<file path="config.mk">
export PLATFORM = sky130hd
export DESIGN_NAME = spi_slave_engine_flat
export DESIGN_NICKNAME = d
export VERILOG_FILES = /design/src/rtl/spi_slave_engine_if.sv /design/src/rtl/spi_slave_engine.sv /design/src/flat_wrapper.sv
export SDC_FILE = /design/constraint.sdc
export NUM_CORES = 1
export LEC_CHECK = 0
export BUFFER_PORTS_ARGS = -buffer_cell sky130_fd_sc_hd__buf_2
export CORE_MARGIN = 10
export CORE_UTILIZATION = 45
export CTS_BUF_LIST = sky130_fd_sc_hd__clkbuf_4 sky130_fd_sc_hd__clkbuf_8
export CTS_CLUSTER_DIAMETER = 100
export DETAILED_ROUTE_END_ITERATION = 7
export PLACE_DENSITY = 0.67
export SYNTH_ARGS = -nofsm -noshare
export SYNTH_HDL_FRONTEND = slang
export SYNTH_SLANG_ARGS = --single-unit
</file>
<file path="constraint.sdc">
create_clock -name clk -period 4.7 [get_ports clk]
set_input_delay 0 -clock clk [delete_from_list [all_inputs] [get_ports clk]]
set_output_delay 0 -clock clk [all_outputs]
set_load 0.03 [all_outputs]
</file>
<file path="src/rtl/spi_slave_engine_if.sv">
// spi_slave_engine_if: SPI pad pins plus word-level handshake between the engine and the register/FIFO layer.
interface spi_slave_engine_if #(parameter int DATA_W = 8);
  logic [1:0]        mode;
  logic              cs;
  logic              sclk;
  logic              mosi;
  logic              miso;
  logic [DATA_W-1:0] tx_data;
  logic              tx_load;
  logic [DATA_W-1:0] rx_data;
  logic              rx_valid;
  logic              shift;
  logic              sample;
  logic              busy;
  logic              frame_err;
  logic              mode_err;
  modport slave (
    input  mode, cs, sclk, mosi, tx_data,
    output miso, tx_load, rx_data, rx_valid, shift, sample, busy, frame_err, mode_err
  );
  modport master (
    output mode, cs, sclk, mosi, tx_data,
    input  miso, tx_load, rx_data, rx_valid, shift, sample, busy, frame_err, mode_err
  );
endinterface

</file>
<file path="src/rtl/spi_slave_engine.sv">
// spi_slave_engine: four-mode SPI slave; synchronises pad inputs, assembles rx words, drives miso from a tx shift register.
module spi_slave_engine #(
  parameter int DATA_W      = 8,
  parameter int SYNC_STAGES = 2,
  parameter bit MSB_FIRST   = 1'b1
) (
  input logic clk,
  input logic reset_n,
  spi_slave_engine_if.slave bus
);
  localparam int CW = $clog2(DATA_W);
  typedef enum logic [1:0] {IDLE, ACTIVE, HOLD} state_t;
  state_t state, state_nx;
  logic [SYNC_STAGES-1:0] sclk_s, cs_s, mosi_s;
  logic sclk_d, cs_d, cpol, cpha;
  logic [CW-1:0] bit_cnt;
  logic [DATA_W-1:0] rx_sr, tx_sr, rx_data, rx_nx, tx_nx;
  logic rx_done, rx_valid, tx_load, sample, shift, frame_err, mode_err;
  logic sclk_q, cs_q, mosi_q, cs_fall, cs_rise, lead, trail, act;
  logic samp, shft, last, cnt_zero, start, bad, load, move, busy, miso;

  assign sclk_q = sclk_s[SYNC_STAGES-1];
  assign cs_q   = cs_s[SYNC_STAGES-1];
  assign mosi_q = mosi_s[SYNC_STAGES-1];

  always_ff @(posedge clk or negedge reset_n)
    if (!reset_n) begin
      sclk_s <= '0;
      cs_s   <= '1;
      mosi_s <= '0;
      sclk_d <= 1'b0;
      cs_d   <= 1'b1;
    end else begin
      sclk_s <= {sclk_s[SYNC_STAGES-2:0], bus.sclk};
      cs_s   <= {cs_s[SYNC_STAGES-2:0], bus.cs};
      mosi_s <= {mosi_s[SYNC_STAGES-2:0], bus.mosi};
      sclk_d <= sclk_q;
      cs_d   <= cs_q;
    end

  // A cs rise masks any sclk edge in the same cycle, so a late edge cannot complete a word.
  always_comb begin
    cs_fall  = cs_d & ~cs_q;
    cs_rise  = ~cs_d & cs_q;
    lead     = (sclk_d == cpol) & (sclk_q != cpol);
    trail    = (sclk_d != cpol) & (sclk_q == cpol);
    act      = (state == ACTIVE) & ~cs_rise;
    samp     = act & (cpha ? trail : lead);
    shft     = act & (cpha ? lead : trail);
    last     = bit_cnt == CW'(DATA_W-1);
    cnt_zero = bit_cnt == '0;
    start    = (state == IDLE) & cs_fall & (sclk_q == bus.mode[1]);
    bad      = (state == IDLE) & cs_fall & (sclk_q != bus.mode[1]);
    load     = start | (shft & ~cpha & cnt_zero) | (samp & cpha & last);
    move     = shft & ~cnt_zero;
    rx_nx    = MSB_FIRST ? {rx_sr[DATA_W-2:0], mosi_q} : {mosi_q, rx_sr[DATA_W-1:1]};
    tx_nx    = MSB_FIRST ? {tx_sr[DATA_W-2:0], 1'b0} : {1'b0, tx_sr[DATA_W-1:1]};
  end

  always_ff @(posedge clk or negedge reset_n)
    if (!reset_n) state <= IDLE;
    else state <= state_nx;

  always_comb begin
    state_nx = state;
    case (state)
      IDLE:    state_nx = cs_fall ? (start ? ACTIVE : HOLD) : IDLE;
      ACTIVE:  state_nx = cs_rise ? IDLE : ACTIVE;
      HOLD:    state_nx = cs_rise ? IDLE : HOLD;
      default: state_nx = IDLE;
    endcase
  end

  always_comb begin
    busy = state == ACTIVE;
    miso = busy & (MSB_FIRST ? tx_sr[DATA_W-1] : tx_sr[0]);
  end

  // Under CPHA=0 a shift at bit_cnt 0 follows a completed word and reloads; under CPHA=1 it is the held first bit.
  always_ff @(posedge clk or negedge reset_n)
    if (!reset_n) begin
      cpol      <= 1'b0;
      cpha      <= 1'b0;
      bit_cnt   <= '0;
      rx_sr     <= '0;
      tx_sr     <= '0;
      rx_data   <= '0;
      rx_done   <= 1'b0;
      rx_valid  <= 1'b0;
      tx_load   <= 1'b0;
      sample    <= 1'b0;
      shift     <= 1'b0;
      frame_err <= 1'b0;
      mode_err  <= 1'b0;
    end else begin
      if (state == IDLE && cs_fall) {cpol, cpha} <= bus.mode;
      bit_cnt   <= start ? '0 : samp ? (last ? '0 : bit_cnt + CW'(1)) : bit_cnt;
      rx_sr     <= samp ? rx_nx : rx_sr;
      tx_sr     <= load ? bus.tx_data : move ? tx_nx : tx_sr;
      rx_done   <= samp & last;
      rx_valid  <= rx_done;
      rx_data   <= rx_done ? rx_sr : rx_data;
      tx_load   <= load;
      sample    <= samp;
      shift     <= shft;
      frame_err <= (state == ACTIVE) & cs_rise & ~cnt_zero;
      mode_err  <= bad;
    end

  assign bus.miso      = miso;
  assign bus.busy      = busy;
  assign bus.tx_load   = tx_load;
  assign bus.rx_data   = rx_data;
  assign bus.rx_valid  = rx_valid;
  assign bus.sample    = sample;
  assign bus.shift     = shift;
  assign bus.frame_err = frame_err;
  assign bus.mode_err  = mode_err;
endmodule

</file>
<file path="src/flat_wrapper.sv">
// flat-port wrapper written by rule: the top's interface ports become plain ports
module spi_slave_engine_flat 
#(
  parameter int DATA_W      = 8,
  parameter int SYNC_STAGES = 2,
  parameter bit MSB_FIRST   = 1'b1
)
  (clk, reset_n, bus_mode, bus_cs, bus_sclk, bus_mosi, bus_tx_data, bus_miso, bus_tx_load, bus_rx_data, bus_rx_valid, bus_shift, bus_sample, bus_busy, bus_frame_err, bus_mode_err);
  spi_slave_engine_if #(.DATA_W(DATA_W)) bus_i ();
  input logic clk;
  input logic reset_n;
  input wire logic [$bits(bus_i.mode)-1:0] bus_mode;
  input wire logic [$bits(bus_i.cs)-1:0] bus_cs;
  input wire logic [$bits(bus_i.sclk)-1:0] bus_sclk;
  input wire logic [$bits(bus_i.mosi)-1:0] bus_mosi;
  input wire logic [$bits(bus_i.tx_data)-1:0] bus_tx_data;
  output wire logic [$bits(bus_i.miso)-1:0] bus_miso;
  output wire logic [$bits(bus_i.tx_load)-1:0] bus_tx_load;
  output wire logic [$bits(bus_i.rx_data)-1:0] bus_rx_data;
  output wire logic [$bits(bus_i.rx_valid)-1:0] bus_rx_valid;
  output wire logic [$bits(bus_i.shift)-1:0] bus_shift;
  output wire logic [$bits(bus_i.sample)-1:0] bus_sample;
  output wire logic [$bits(bus_i.busy)-1:0] bus_busy;
  output wire logic [$bits(bus_i.frame_err)-1:0] bus_frame_err;
  output wire logic [$bits(bus_i.mode_err)-1:0] bus_mode_err;
  assign bus_i.mode = bus_mode;
  assign bus_i.cs = bus_cs;
  assign bus_i.sclk = bus_sclk;
  assign bus_i.mosi = bus_mosi;
  assign bus_i.tx_data = bus_tx_data;
  assign bus_miso = bus_i.miso;
  assign bus_tx_load = bus_i.tx_load;
  assign bus_rx_data = bus_i.rx_data;
  assign bus_rx_valid = bus_i.rx_valid;
  assign bus_shift = bus_i.shift;
  assign bus_sample = bus_i.sample;
  assign bus_busy = bus_i.busy;
  assign bus_frame_err = bus_i.frame_err;
  assign bus_mode_err = bus_i.mode_err;
  spi_slave_engine #(.DATA_W(DATA_W), .SYNC_STAGES(SYNC_STAGES), .MSB_FIRST(MSB_FIRST)) u_core (.clk(clk), .reset_n(reset_n), .bus(bus_i));
endmodule
</file>
==> results by group <==
GRT
  – Wire length of the first global-routing pass: 5470 um
  – Via count of the first global-routing pass: 1164
  – Largest net degree at the start of global routing: 47
  – Global-route total usage across every layer: 0.0952
  – Global-route congestion overflow total: 0
  – Initial antenna violation count: 1

Setup path
  – Worst endpoint data arrival time: 2.11 ns
  – Type of the setup path with the least slack: flop to flop
  – Reg-to-reg setup timing slack: 2.77 ns
  – Startpoint of the worst setup timing path: u_core.cs_d
  – Crit start category: flop
  – Worst flop-to-flop path startpoint: u_core.cs_d
  – Data required time at the worst endpoint: 4.88 ns
  – Largest driver fanout on the critical path: 13
  – Setup crit end kind: flop

Pwr
  – Post-layout total power: 0.000966 W
  – Power per Cell Area: 424 nW/um^2
  – Total leakage power: 1.13 nW
  – Max IR drop VDD: 0.211 mV

Logic synthesis
  – Number of enable-type register cells in the synthesized netlist: 0
  – Largest area contributor in the netlist: dfrtp_1
  – Share of flip-flops with an asynchronous set or reset after synthesis: 1.00
  – Most used standard cell by instance count after synthesis: dfrtp_1
  – Yosys cell types: 27
  – Synth Net Count: 156
  – Share of synthesized area occupied by flip-flops and latches: 0.625
  – Post-Synthesis Cell Area: 1850 um^2
  – Per-instance average area after synthesis: 13.4 um^2
  – Area fraction of the dominant cell type after synthesis: 0.583
  – Post-synthesis sequential element count: 46
  – Commonest cells in the netlist: dfrtp_1 (43), nand2_1 (17), mux2i_1 (12)
  – Most frequently used flop master after synthesis: dfrtp_1
  – Yosys synthesis warning count: 0
  – Top area cells in the synthesized netlist: dfrtp_1 (58%), mux2i_1 (6.5%), mux2_1 (4.9%), mux2_2 (4.9%), dfstp_2 (4.3%)
  – Gate count of the mapped netlist: 138

STA
  – Measured slew at the worst slew-check pin: 0.990 ns
  – Hold violation total from the final report: 0
  – Setup-violating endpoint count in the final report: 0
  – Unrepaired setup endpoints after global routing: false
  – Total negative setup slack: 0 ns
  – Post-layout worst setup margin: 2.77 ns
  – Skew final: 0.00479 ns
  – Max-Slew Margin vs Limit: 0.340
  – Peak Freq: 517 MHz
  – Final period demand of the worst path: 1.93 ns
  – Final-report max-slew violation count: 0
  – Worst Hold Slack: 0.346 ns
  – Fraction of the cycle the final worst path needs: 0.412

Placed design
  – Count of input and output buffers: 30
  – Post-DP HPWL: 2270 um
  – Post-placement worst setup slack: 2.77 ns
  – Number of placed instances, taps included: 215
  – Final RePlAce weighted congestion: 0.715

Finish
  – Syn-to-layout area delta: 23.4%
  – Filler cells: 333
  – Multi-input combinational cell area: 666 um^2
  – Final cell count without fillers: 238
  – # nets final: 204
  – Fraction of layout instances using a drive strength above 1: 0.289
  – Sequential standard cell area: 1150 um^2

Hold path
  – Min-delay worst type: input pin to flop
  – Origin of the worst min-delay path: bus_cs

Die
  – Die area: 7070 um^2
  – Initial Util: 0.462
  – Number of rows in the core area: 23
  – Height of the die: 84.1 um
  – Core Box Area: 4000 um^2
  – Die boundary width: 84.1 um
  – Num ports: 31

Run status
  – Outcome: complete, no violations

Job
  – Maximum capacitance violations: 0

Clocking
  – Post-cts sizing count: 0
  – Clock tree from TritonCTS: built
  – Master cell of the clock root buffer: clkbuf_8
  – Hold-fix buffers at CTS: 14
  – Post-CTS Setup Repair Bufs: 0
  – H-tree levels: 2
  – Number of buffers on the longest clock path: 2
  – Post-CTS clock slew at the launch and capture registers of the worst setup and hold paths: 0.08 ns
  – Latest clock arrival within the worst-skew pair: 0.29 ns
  – Num CTS Buffers: 5
  – Clock sinks: 46

Routing
  – DRC violation count after routing: 0
  – Remaining antenna violation count: 0
  – Average wire length per cell after detail routing: 13.6 um
  – First drt pass iteration count: 4
  – 1st-iter DRT viols: 55
  – Total vias in the final route: 1141
  – Final WL: 3240 um
  – Number of vias per cell after detailed routing: 4.79
sequential cells by signal, summed over array words and instances, names as in the netlist, 2 cells and up:
signal / flops
u_core.bus.rx_data: 8
u_core.rx_sr: 8
u_core.tx_sr: 8
u_core.bit_cnt: 3
u_core.cs_s: 2
u_core.mosi_s: 2
u_core.sclk_s: 2
u_core.state: 2
stage by stage:
step / util / area [um^2]
finish: 0.570 / 2280
global route: 0.570 / 2280
floorplan: - / 1850
CTS: 0.569 / 2280
global placement: 0.510 / 2040
detailed placement: 0.510 / 2040
layout make-up:
type	instances	area share
tap	50	0.0275
antenna	1	0.00110
inverter	2	0.00329
sequential	46	0.507
clock inverter	1	0.00220
multi-input combinational	87	0.292
timing repair buffer	44	0.127
clock buffer	7	0.0395
cells by family after synthesis:
logic type	after synthesis	share of synthesized area
AOI/OAI and AO/OA	12	0.0434
xor gates and xnor gates	2	0.0136
adders and majority gates	3	0.0203
buffers and inverters	5	0.0142
DFF	46	0.625
muxes	28	0.163
and+or+nand+nor	42	0.121
cells in the final DEF, fill, tap and decap left out, drive strengths merged, types with 2 or more instances in the layout:
cell type | netlist | final
dfrtp | 43 | 43
nand2 | 18 | 18
a21oi | 3 | 3
nand2b | 3 | 3
clkbuf | 1 | 7
nor2 | 8 | 8
mux2i | 12 | 12
xnor2 | 2 | 2
mux2 | 16 | 16
nor2b | 3 | 3
and2 | 3 | 3
dlygate4sd3 | 0 | 14
dfstp | 3 | 3
inv | 2 | 2
buf | 2 | 30
ha | 3 | 3
nor3b | 2 | 2
o21ai | 8 | 8
path summary, 6_finish.rpt:
check,to,cells after the start
setup / recovery,u_core.rx_sr[2],4
hold / removal,u_core.cs_s[0],2
setup reg to reg,u_core.rx_sr[2],4
hold reg to reg,u_core.sclk_s[1],0
max in group asynchronous,u_core.rx_sr[7],2
min in group asynchronous,u_core.bus.mode_err,2
worst max-delay path: stages, from the launching register on:
cell      delay, ns
dfstp_2        0.55
nand2b_1       0.17
nand2_2        0.14
a21oi_2        0.58
mux2_1         0.38
where the power goes:
group	internal, W	switching [W]	total [W]
Clock	0.000124	0.000121	0.000246
Sequential	0.000469	0.0000521	0.000521
Combinational	0.0000909	0.000108	0.000199
Total	0.000684	0.000282	0.000966
layer usage:
metal | vias up | global-route usage | part of all wire
met5 | - | 0 | 0
met4 | 0 | 0.0639 | 0.020
met3 | 5 | 0.0410 | 0.062
met2 | 25 | 0.147 | 0.47
met1 | 543 | 0.103 | 0.45
li1 | 568 | - | -
Note: power is estimated with default switching activity, not from simulation.
